`src/rtl/scroll_controller.sv`:
```
// -----------------------------------------------------------------------------
// scroll_controller
//   Command-side initiator for the rotating 16-bit row registers of the LED
//   panel. Conditions three raw push-buttons, runs a STOP/RUN/PAUSE state
//   machine, paces shifts with a prescaler and tracks the rotation offset.
//   One instance drives every row register in parallel through ch1/ch0.
//
// Ports:
//   CLK         in   system clock, rising edge
//   RST_N       in   asynchronous active-low reset
//   btn_run_n   in   raw run/pause button, active-low, asynchronous
//   btn_dir_n   in   raw direction-toggle button, active-low, asynchronous
//   btn_stop_n  in   raw stop button, active-low, asynchronous
//   ch0, ch1    out  registered mode code {ch1,ch0}:
//                    00 stop/reload, 01 shift R->L, 10 shift L->R, 11 hold
//   shift_tick  out  one-CLK strobe, high while a shift code is presented
//   offset      out  current rotation offset, 0..ROW_LEN-1
//   running     out  high in RUN
//   dir_l2r     out  0 = right-to-left, 1 = left-to-right
// -----------------------------------------------------------------------------
module scroll_controller #(
  parameter int unsigned DEBOUNCE_CYCLES = 500000,
  parameter int unsigned SHIFT_DIV       = 12500000,
  parameter int unsigned ROW_LEN         = 16
) (
  input  logic       CLK,
  input  logic       RST_N,
  input  logic       btn_run_n,
  input  logic       btn_dir_n,
  input  logic       btn_stop_n,
  output logic       ch0,
  output logic       ch1,
  output logic       shift_tick,
  output logic [3:0] offset,
  output logic       running,
  output logic       dir_l2r
);

  localparam int unsigned DB_W = $clog2(DEBOUNCE_CYCLES + 1);
  localparam int unsigned PS_W = $clog2(SHIFT_DIV);

  localparam logic [DB_W-1:0] DB_LAST  = DB_W'(DEBOUNCE_CYCLES - 1);
  localparam logic [PS_W-1:0] PS_LAST  = PS_W'(SHIFT_DIV - 1);
  localparam logic [3:0]      OFF_LAST = 4'(ROW_LEN - 1);

  localparam logic [1:0] ST_STOP  = 2'd0;
  localparam logic [1:0] ST_RUN   = 2'd1;
  localparam logic [1:0] ST_PAUSE = 2'd2;

  localparam logic [1:0] CODE_STOP = 2'b00;
  localparam logic [1:0] CODE_R2L  = 2'b01;
  localparam logic [1:0] CODE_L2R  = 2'b10;
  localparam logic [1:0] CODE_HOLD = 2'b11;

  // Button index: 0 = run, 1 = dir, 2 = stop
  logic [2:0]      btnRaw;
  logic [2:0]      sync1_q, sync2_q;
  logic [2:0]      level_q, level_d;
  logic [2:0]      press_q, press_d;
  logic [DB_W-1:0] dbCnt_q [3];
  logic [DB_W-1:0] dbCnt_d [3];

  logic [1:0]      state_q, state_d;
  logic [PS_W-1:0] psCnt_q, psCnt_d;
  logic [1:0]      code_q, code_d;
  logic            shiftTick_q, shiftTick_d;
  logic [3:0]      offset_q, offset_d;
  logic            dir_q, dir_d;
  logic            tick;

  assign btnRaw = {btn_stop_n, btn_dir_n, btn_run_n};

  // Debounce: the accepted level only moves after DEBOUNCE_CYCLES samples in
  // a row disagree with it. A press is the accepted 1->0 edge, registered so
  // it lasts exactly one CLK no matter how long the button is held.
  always_comb begin
    for (int i = 0; i < 3; i++) begin
      dbCnt_d[i] = dbCnt_q[i];
      level_d[i] = level_q[i];
      press_d[i] = 1'b0;
      if (sync2_q[i] != level_q[i]) begin
        if (dbCnt_q[i] == DB_LAST) begin
          level_d[i] = sync2_q[i];
          dbCnt_d[i] = '0;
          press_d[i] = ~sync2_q[i];
        end else begin
          dbCnt_d[i] = dbCnt_q[i] + 1'b1;
        end
      end else begin
        dbCnt_d[i] = '0;
      end
    end
  end

  always_ff @(posedge CLK or negedge RST_N) begin
    if (!RST_N) begin
      sync1_q <= 3'b111;
      sync2_q <= 3'b111;
      level_q <= 3'b111;
      press_q <= 3'b000;
      for (int i = 0; i < 3; i++) dbCnt_q[i] <= '0;
    end else begin
      sync1_q <= btnRaw;
      sync2_q <= sync1_q;
      level_q <= level_d;
      press_q <= press_d;
      for (int i = 0; i < 3; i++) dbCnt_q[i] <= dbCnt_d[i];
    end
  end

  // State machine; a stop press always beats a simultaneous run press.
  always_comb begin
    state_d = state_q;
    case (state_q)
      ST_STOP:  if (press_q[0] && !press_q[2]) state_d = ST_RUN;
      ST_RUN: begin
        if (press_q[2])      state_d = ST_STOP;
        else if (press_q[0]) state_d = ST_PAUSE;
      end
      ST_PAUSE: begin
        if (press_q[2])      state_d = ST_STOP;
        else if (press_q[0]) state_d = ST_RUN;
      end
      default:  state_d = ST_STOP;
    endcase
  end

  // A tick only counts if we stay in RUN; leaving RUN on the same cycle
  // suppresses the shift. The tick uses the direction held before any
  // coinciding dir press, which only lands in dir_q on the next edge.
  always_comb begin
    tick        = (state_q == ST_RUN) && (state_d == ST_RUN) && (psCnt_q == PS_LAST);
    dir_d       = dir_q ^ press_q[1];
    shiftTick_d = tick;

    if ((state_d != ST_RUN) || (state_q != ST_RUN) || (psCnt_q == PS_LAST)) psCnt_d = '0;
    else                                                                  psCnt_d = psCnt_q + 1'b1;

    code_d   = CODE_HOLD;
    offset_d = offset_q;
    case (state_d)
      ST_STOP: begin
        code_d   = CODE_STOP;
        offset_d = 4'd0;
      end
      ST_RUN: begin
        if (tick) begin
          if (dir_q) begin
            code_d   = CODE_L2R;
            offset_d = (offset_q == 4'd0) ? OFF_LAST : offset_q - 4'd1;
          end else begin
            code_d   = CODE_R2L;
            offset_d = (offset_q == OFF_LAST) ? 4'd0 : offset_q + 4'd1;
          end
        end
      end
      default: code_d = CODE_HOLD;
    endcase
  end

  always_ff @(posedge CLK or negedge RST_N) begin
    if (!RST_N) begin
      state_q     <= ST_STOP;
      psCnt_q     <= '0;
      code_q      <= CODE_STOP;
      shiftTick_q <= 1'b0;
      offset_q    <= 4'd0;
      dir_q       <= 1'b0;
    end else begin
      state_q     <= state_d;
      psCnt_q     <= psCnt_d;
      code_q      <= code_d;
      shiftTick_q <= shiftTick_d;
      offset_q    <= offset_d;
      dir_q       <= dir_d;
    end
  end

  assign ch0        = code_q[0];
  assign ch1        = code_q[1];
  assign shift_tick = shiftTick_q;
  assign offset     = offset_q;
  assign running    = (state_q == ST_RUN);
  assign dir_l2r    = dir_q;

endmodule

```
`config.mk`:
```
export PLATFORM = sky130hd
export DESIGN_NAME = scroll_controller
export DESIGN_NICKNAME = d
export VERILOG_FILES = /design/src/rtl/scroll_controller.sv
export SDC_FILE = /design/constraint.sdc
export NUM_CORES = 1
export LEC_CHECK = 0
export CORE_UTILIZATION = 65
export CTS_CLUSTER_DIAMETER = 80
export DETAILED_ROUTE_END_ITERATION = 16
export GPL_TIMING_DRIVEN = 1
export PLACE_DENSITY = 0.83
export SLEW_MARGIN = 20
export SYNTH_ARGS = -nofsm -noshare
export SYNTH_HDL_FRONTEND = slang
export SYNTH_SLANG_ARGS = --single-unit
```
`constraint.sdc`:
```
create_clock -name CLK -period 3.78 [get_ports CLK]
set_clock_uncertainty 0.05 [all_clocks]
set_input_delay 0.567 -clock CLK [delete_from_list [all_inputs] [get_ports CLK]]
set_output_delay 0.567 -clock CLK [all_outputs]
set_load 0.01 [all_outputs]
```
Word-level counts from Yosys, hierarchy flattened
Cells that the tools add are included.
{"block": "classes", "n_addsub": 6, "n_eq_ne": 14, "n_mux": 27, "n_bitwise": 4, "n_reduce_logical": 14}
{"cell": "19-bit 2-to-1 mux", "n": 6}
{"cell": "19-bit by 1-bit adder with 19-bit output, second input constant", "n": 3}
{"cell": "19-bit == test, second input constant", "n": 3}
{"cell": "24-bit by 1-bit adder with 24-bit output, second input constant", "n": 1}
{"cell": "24-bit == test, second input constant", "n": 1}
{"cell": "24-bit 2-to-1 mux", "n": 1}
{"cell": "4-bit 2-to-1 mux", "n": 4}
{"cell": "2-bit 2-to-1 mux", "n": 7}
{"cell": "4-bit case mux with 2 select lines", "n": 1}
{"cell": "2-bit AND reduction", "n": 4}
{"cell": "1-bit 2-to-1 mux", "n": 6}
{"cell": "2-bit case mux with 3 select lines", "n": 1}
{"cell": "4-bit by 1-bit adder with 4-bit output, second input constant", "n": 1}
{"cell": "2-bit by 1-bit == test with 1-bit output, second input constant", "n": 2}
{"cell": "4-bit == test, second input constant", "n": 1}
{"cell": "2-bit zero test", "n": 2}
{"cell": "4-bit zero test", "n": 1}
{"cell": "2-bit by 1-bit != test with 1-bit output, second input constant", "n": 2}
{"cell": "2-bit case mux with 2 select lines", "n": 1}
{"cell": "4-bit by 1-bit subtractor with 4-bit output, second input constant", "n": 1}
{"cell": "1-bit logical AND", "n": 3}
{"cell": "1-bit != test", "n": 3}
{"cell": "1-bit NOT", "n": 3}
{"cell": "2-bit == test, second input constant", "n": 1}
{"cell": "other kinds (5)", "n": 6}
{"block": "totals", "ff_bits": 103, "input_bits": 5, "word_cells": 80}

Depth between registers and ports, before layout
Gate-level depths: netlist (run 1).
{"block": "logic_depth", "ltp_word": 9, "depth_mapped": 6, "mapped_depth_nobuf": 6}

Worst setup path before layout (run 1)
Ideal clock, no wire load.
{"block": "synth_timing", "path_kind": "register to register", "startpoint": "register press_q[0]", "endpoint": "register offset_q[2], in the netlist offset[2]", "arrival_time_ns": 1.968, "t_required_ns": 3.648, "setup_slack_ns": 1.680, "stages_incl_launch_ff": 6, "path_buffers": 1, "synth_period_minus_slack_ns": 2.100, "cell_sequence": "dfrtp_1 -> or4b_4 -> or4_1 -> buf_2 -> o31a_1 -> a31oi_1"}
{"block": "synth_between", "elab_chain_len": 8, "elab_cells_between_ends": 15, "classes_between": "eq/ne (2); mux (7); reduce/logical (6)"}
{"item": "from (decl)", "line_no": "59", "text": "logic [2:0] press_q, press_d;"}
{"item": "from (signal assigned)", "line_no": "106", "text": "press_q <= press_d;"}
{"item": "2-bit 2-to-1 mux, or another cell as far along", "line_no": "122", "text": "else if (press_q[0]) state_d = ST_RUN;"}
{"item": "2-bit 2-to-1 mux, on equally long branches", "line_no": "121, 115, 117"}
{"item": "2-bit case mux with 3 select lines *", "line_no": "114", "text": "case (state_q)"}
{"item": "2-bit by 1-bit == test with 1-bit output", "line_no": "132, 141"}
{"item": "1-bit logical AND (2 in series)", "line_no": "132", "text": "tick = (state_q == ST_RUN) && (state_d == ST_RUN) && (psCnt_q == PS_LAST);"}
{"item": "2-bit != test (no line)"}
{"item": "2-bit AND reduction (no line)"}
{"item": "to (signal assigned)", "line_no": "174", "text": "offset_q <= offset_d;"}
{"item": "to (decl)", "line_no": "67", "text": "logic [3:0] offset_q, offset_d;"}
Every way passes the cells marked *; elsewhere a longest branch is shown, timed or not.
A chain may end at the register's enable or synchronous reset.

Final worst setup path (run 1)
{"block": "layout_timing", "startpoint": "register psCnt_q[0]", "endpoint": "register psCnt_q[22]"}
{"block": "layout_between", "elab_chain_len": 3, "elab_cells_between_ends": 4, "classes_between": "add/sub (1); eq/ne (1); mux (1); reduce/logical (1)"}
{"item": "from (decl)", "line_no": "64", "text": "logic [PS_W-1:0] psCnt_q, psCnt_d;"}
{"item": "from (signal assigned)", "line_no": "171", "text": "psCnt_q <= psCnt_d;"}
{"item": "branches (longest 2 deep; another with 24-bit by 1-bit adder with 24-bit output)"}
{"item": "24-bit 2-to-1 mux *", "line_no": "136", "text": "if ((state_d != ST_RUN) || (state_q != ST_RUN) || (psCnt_q == PS_LAST)) psCnt_d = '0;"}
{"item": "via psCnt_d[22]", "line_no": "64"}
Mark *: on every way through the listed nets, which the timed path passes.

==> metrics.txt, run 1 <==
status=complete, no violations; Worst Setup End Kind=flip-flop; Max Buffers Root-to-Sink=2; async set-or-reset flop fraction in the synthesized netlist=100%; WS Path Type=reg -> reg; clock root buffer=clkbuf_8; routability cong.=0.813; Post-Layout Cell Count=633; Final Cycle Share=60.1%; drt pass-1 iters=5; Detailed Route WL=9360 um; ANT cells=0; CTS tree=built; Die Height=90.5 um; area delta synth->final=8.78%; fin crit period=2.27 ns; wire length per cell=about 15 um; GR Util All Layers=between 20% and 30%; initial antenna violation count=0; Fillers=500; crit path max fanout=8; Ys Warns=0; row count=31; vias in the first global route=3698; Nets=between 500 and 600; setup TNS=0 ns; dominant synthesized flop cell=dfrtp_1; clk_lat worst skew=0.37 ns; Reg clk slew, reported paths=0.10 ns; Worst IR Drop VDD=around 0.28 mV; Seq/Total Area, Yosys=approximately half; pin count of the biggest net entering global routing=65; required time of the worst setup path=4.02 ns; placed insts=617; layout cells sized above 1=9.36%; met1 WL=approximately 4300 um; I/O pin cnt=14; Final Hold Fails=0; gr ovfl total=0; met2 routed WL=4560 um; Synth Register Bits=approximately 100; final core utilization=74.7%; worst hold-check path type=in -> async; Die W=90.5 um; mapped cell area=0.00509 sq mm; Arr. time, crit path=2.52 ns; die area=0.00818 sq mm; Fmax achieved=440 MHz; Avg Vias per Cell=a little over 6; Core ar.=approximately 0.0074 sq mm; Num Clock Sinks=103; RSZ-0062 raised after global routing=false; EDFF count, synth=0; Mapped Cells=516; leakage=2.13 nW; PortBufs=13; post-route ant nets=0; Post-CTS Hold Buffers=0; Worst-Margin Slew=0.793 ns; first-pass GRT wire length=16600 um; top routing layer used=met4; final worst slack=between 1.5 and 2 ns; placed wire-length estimate=6220 um; final routed DRC violation total=0; Max-cap violations=0; drt initial violations=189; Resize count post-CTS=0; Reg area=0.00259 sq mm; vias=3856; final setup fails=0; DR WL met3=360 um; syn_nets=around 530; TritonCTS buffer count=9; Place WS=1.38 ns; Synth Area per Inst=between 9 and 10 sq um; Slew Viols, Final=0; starting density of the core=68.7%; Slew HR=47.1%; Power Dens Cells=~350 mW/mm^2; crit path launch type=flip-flop; Synth cell types=52; area taken by multi-input logic gates=0.00236 sq mm; total setup buffers inserted after CTS=0; H-tree levels=3
## flip-flops by register name (all words and copies together) (netlist names)
register    count
code_q          2
dbCnt_q        57
dir_l2r         1
level_q         3
offset          4
press_q         3
psCnt_q        24
shift_tick      1
state_q         2
sync1_q         3
sync2_q         3
## report_power, final
group	switching [mW]	leakage [nW]	internal [mW]
logic	0.0400	0.616	0.0160
clock network	0.382	0.112	0.350
registers	0.0102	1.40	1.11
total	0.432	2.13	1.48
## final timing paths
path                                 startpoint               endpoint  slack, ns  cells after the start
max in group asynchronous                 RST_N   sync1_q[2]$_DFF_PN1_       2.64                      2
setup reg to reg           psCnt_q[0]$_DFF_PN0_  psCnt_q[22]$_DFF_PN0_       1.51                      5
setup / recovery           psCnt_q[0]$_DFF_PN0_  psCnt_q[22]$_DFF_PN0_       1.51                      5
hold / removal                            RST_N  psCnt_q[21]$_DFF_PN0_       0.22                      1
min in group CLK           sync1_q[2]$_DFF_PN1_   sync2_q[2]$_DFF_PN1_       0.31                      0
hold reg to reg            sync1_q[2]$_DFF_PN1_   sync2_q[2]$_DFF_PN1_       0.31                      0
## area by class of cell
| cell class | count | share of cell area, % |
|---|---|---|
| clock buffers | 11 | 2.74 |
| clock inverters | 5 | 1.15 |
| inverters | 24 | 1.63 |
| multi-input cells | 374 | 42.6 |
| flip-flops and latches | 103 | 46.8 |
| well taps | 99 | 2.24 |
| repair buffers | 17 | 2.85 |
## layout by cell type, fill, tap and decap left out, types with 6 or more instances in the layout
cell type,netlist,routed
a21oi_1,23,23
nor4_1,21,21
clkdlybuf4s50_1,0,12
nand3_1,29,29
nand2_1,27,27
nand4_1,20,20
o21ai_0,10,10
dfrtp_1,94,94
dfstp_2,9,9
or4_1,13,13
nor3_1,14,14
o31ai_1,12,12
inv_1,24,24
ha_1,6,6
xnor2_1,42,42
or3_1,13,13
nor2_1,70,70
xor2_1,15,15
clkbuf_8,0,11
## cell usage after synthesis, types with 2 or more instances
master,instances,share of area (%)
nor4_1,21,2.6
o211ai_1,2,0.30
nand2_1,27,2.0
and2_1,4,0.49
a21oi_1,23,2.3
dfstp_2,9,4.6
inv_1,24,1.8
dfrtp_1,94,46
nand3_1,29,2.9
o31ai_2,3,0.74
or2_2,5,0.61
nand3b_1,2,0.30
nor2_1,70,5.2
or4b_1,3,0.59
buf_2,2,0.20
o31a_1,2,0.34
or4_1,13,1.9
nor3_1,14,1.4
and3b_1,3,0.52
clkbuf_1,12,0.89
xor2_1,15,2.6
o31ai_1,12,1.8
or3_1,13,1.6
ha_1,6,1.5
and3_1,5,0.61
nand4_1,20,2.5
or3b_2,2,0.34
or4b_2,3,0.59
xnor2_1,42,7.2
mux2_2,3,0.66
o21ai_0,10,0.98
o41ai_1,3,0.52
## stage by stage
stage,power (mW),hold WS [ns],instance area [sq um]
after global placement,1.20,0.296,5310
after floorplan,1.17,0.221,5090
final,1.91,0.219,5530
after global routing,1.98,0.293,5530
after CTS,1.93,0.251,5530
after detailed placement,1.20,0.297,5310
## layer usage
layer  GRT usage (%)  up-vias
met5               0        -
met4            10.2        0
met3            4.71       15
met1            32.8     1876
li1                -     1871
met2            40.8       94
## kinds of logic after synthesis
| kind of cell | share of synthesized area, % |
|---|---|
| compound gates | 8.19 |
| xor+xnor | 9.81 |
| fa+ha+maj | 1.48 |
| buf+inv | 2.93 |
| flops | 50.9 |
| mux | 0.861 |
| simple gates | 25.8 |
## worst max-delay path, stage by stage (launching register included)
cell     delay (ns)
dfrtp_1        0.38
ha_1           0.26
nand4_2        0.22
or4_1          0.69
or4_1          0.44
a21oi_1        0.17
No activity file was read; power rests on OpenSTA's default activity.
==> run 2, diff against run 1 <==
--- a/config.mk
+++ b/config.mk
@@ -5,11 +5,11 @@
 export SDC_FILE = /design/constraint.sdc
 export NUM_CORES = 1
 export LEC_CHECK = 0
-export CORE_UTILIZATION = 65
+export CORE_UTILIZATION = 56
 export CTS_CLUSTER_DIAMETER = 80
 export DETAILED_ROUTE_END_ITERATION = 16
 export GPL_TIMING_DRIVEN = 1
-export PLACE_DENSITY = 0.83
+export PLACE_DENSITY = 0.76
 export SLEW_MARGIN = 20
 export SYNTH_ARGS = -nofsm -noshare
 export SYNTH_HDL_FRONTEND = slang
==> constraint.sdc (replaced) <==
create_clock -name CLK -period 1.9 [get_ports CLK]
set_clock_uncertainty 0.05 [all_clocks]
set_input_delay 0.285 -clock CLK [delete_from_list [all_inputs] [get_ports CLK]]
set_output_delay 0.285 -clock CLK [all_outputs]
set_load 0.01 [all_outputs]
==> metrics.txt, run 2 (same netlist as run 1, synthesis figures left out) <==
status=complete, but fails checks; WHS Endpoint=sync1_q[2]$_DFF_PN1_; RSZ-0062 raised after global routing=true; clock root buffer=clkbuf_8; layout cells sized above 1=21.6% (+12 points); I/O pin cnt=14 (unchanged); CP Launch Point=press_q[2]$_DFF_PN0_; combinational share of power=3.8% (+0.9 points); Nets=602 (+11%); critical-path cell list=or4b_4 -> or4_4 -> o31a_1 -> a31oi_1; Avg Vias per Cell=5.79 (-4.9%); drt initial violations=132 (-30%); setup slack, reg-to-reg=-0.16 ns (-1.67 ns); initial antenna violation count=0 (unchanged); area delta synth->final=21.1%; Fmax achieved=484 MHz (+10%); crit path launch type=flip-flop; wire length per cell=15.0 um (+1.6%); Die Height=97.3 um (+7.6%); commonest non-fill, non-tap cell in the layout=dfrtp_1; pin count of the biggest net entering global routing=36 (-45%); Final Cycle Share=109% (+49 points); drt pass-1 iters=4 (-1); number of flip-flops in the largest register=57 (unchanged); FF-to-FF path depth=4 (-1); leakage=2.47 nW (+16%); Slew HR=70.8% (+24 points); ANT cells=0 (unchanged); required time of the worst setup path=2.14 ns (-1.88 ns); Core ar.=0.00876 sq mm (+18%); row count=34 (+9.7%); H-tree levels=3 (unchanged); TritonCTS buffer count=9 (unchanged); Slowest Stage Delay on Critical Path=0.60 ns (-0.09 ns); first-pass GRT wire length=18400 um (+11%); Die W=97.3 um (+7.6%); final worst slack=-0.164 ns (-1.67 ns); fin crit period=2.06 ns (-0.207 ns); Detailed Route WL=10600 um (+13%); routability cong.=0.803 (-1.2%); Fillers=646 (+29%); Clock Power Share=35.7% (-2.6 points); Max-cap violations=0 (unchanged); most frequent cells in the layout=dfrtp_1 (92), nor2_1 (70), buf_4 (59); Sw Share=24.1% (+1.5 points); Worst-Margin Slew=0.434 ns (-0.359 ns); Slew Viols, Final=0 (unchanged); Switch Pwr=0.890 mW (+110%); Worst R2R End=offset[2]$_DFFE_PN0P_; Arr. time, crit path=2.31 ns (-0.21 ns); Worst Setup End Kind=flip-flop; Final Hold Fails=0 (unchanged); gr ovfl total=0 (unchanged); GR Util All Layers=23.7% (-1.2 points); Num Clock Sinks=103 (unchanged); vias=4079 (+5.8%); Reg clk slew, reported paths=0.10 ns (about the same); final routed DRC violation total=0 (unchanged); Flop pwr share=60.5% (+1.7 points); final core utilization=70.3% (-4.4 points); worst hold-check path type=in -> reg; crit path max fanout=6 (-2); failing checks=setup timing; Max Buffers Root-to-Sink=2 (unchanged); Top reg by flops=dbCnt_q; vias in the first global route=4100 (+11%); starting density of the core=58.1% (-11 points); reg2reg start=press_q[2]$_DFF_PN0_; die area=0.00947 sq mm (+16%); internal power=2.80 mW (+89%); placed wire-length estimate=7370 um (+19%); Hold Path Depth=1; WS Path Type=reg -> reg; final setup fails=7 (+7); Post-Layout Cell Count=704 (+11%); Max stage delay cell, worst path=or4_4; Design Power=3.69 mW (+93%); Power Dens Cells=599 mW/mm^2 (+73%); post-route ant nets=0 (unchanged); Worst IR Drop VDD=0.358 mV (+27%); CTS tree=built; Hold Crit Start=btn_stop_n; clk_lat worst skew=0.37 ns (about the same); PortBufs=13 (unchanged); placed insts=682 (+11%)
[run 2: metal layers]
layer / global-route usage (%) / vias to the layer above / share of wire, %
met5: 0 / - / 0
met4: 6.45 / 0 / 1.1
met3: 4.89 / 11 / 3.5
met2: 41.2 / 74 / 51
met1: 30.3 / 1999 / 44
li1: - / 1995 / -
[run 2: per-stage QoR]
stage               TNS (ns)  hold WS (ns)  area, sq um  setup slack, ns
floorplan              -1.02       -0.0606         5140           -0.182
global placement      -0.321         0.181         5850          -0.0995
detailed placement    -0.906         0.183         5850           -0.164
CTS                   -0.730         0.242         6080           -0.169
global route           -1.44         0.245         6160           -0.231
finish                -0.703         0.262         6160           -0.164
[run 2: critical path, delay by kind of cell, from the launching register on]
family	cells	cell delay [ns]
AND/OR/NAND/NOR	2	1.16
flip-flops	1	0.40
AO/OA/AOI/OAI	2	0.40
[run 2: repair_timing]
item	in CTS	in global routing
pin swaps	5	7
setup buffers	1	4
endpoints found under the hold margin	24	0
gates resized for setup	7	14
hold buffers	1	0
setup endpoints to repair	11	26
[run 2: layout make-up]
cell class | count | area, sq um | area share [%]
Clock buffer | 10 | 138 | 2.23
Clock inverter | 6 | 51.3 | 0.833
Inverter | 24 | 90.1 | 1.46
Multi-Input combinational cell | 374 | 2460 | 39.9
Sequential cell | 103 | 2590 | 42.1
Tap cell | 108 | 135 | 2.19
Timing Repair Buffer | 79 | 694 | 11.3
[run 2: worst max path at each step]
| stage | to | slack (ns) | cells past startpoint |
|---|---|---|---|
| 2_1_floorplan | offset[2]$_DFFE_PN0P_ | -0.18 | 5 |
| 3_5_place_dp | offset[2]$_DFFE_PN0P_ | -0.16 | 4 |
| 3_3_place_gp | offset[2]$_DFFE_PN0P_ | -0.1 | 4 |
| 4_1_cts | offset[2]$_DFFE_PN0P_ | -0.17 | 4 |
| 6_report | offset[2]$_DFFE_PN0P_ | -0.16 | 4 |
| 5_1_grt | offset[2]$_DFFE_PN0P_ | -0.23 | 4 |
[run 2: power by group through the flow]
stage               Clock [mW]  Sequential, mW  Combinational (mW)
floorplan                    0            2.28              0.0498
global placement             0            2.28               0.136
detailed placement           0            2.28               0.140
CTS                       1.37            2.24               0.142
global route              1.44            2.24               0.159
finish                    1.32            2.24               0.139
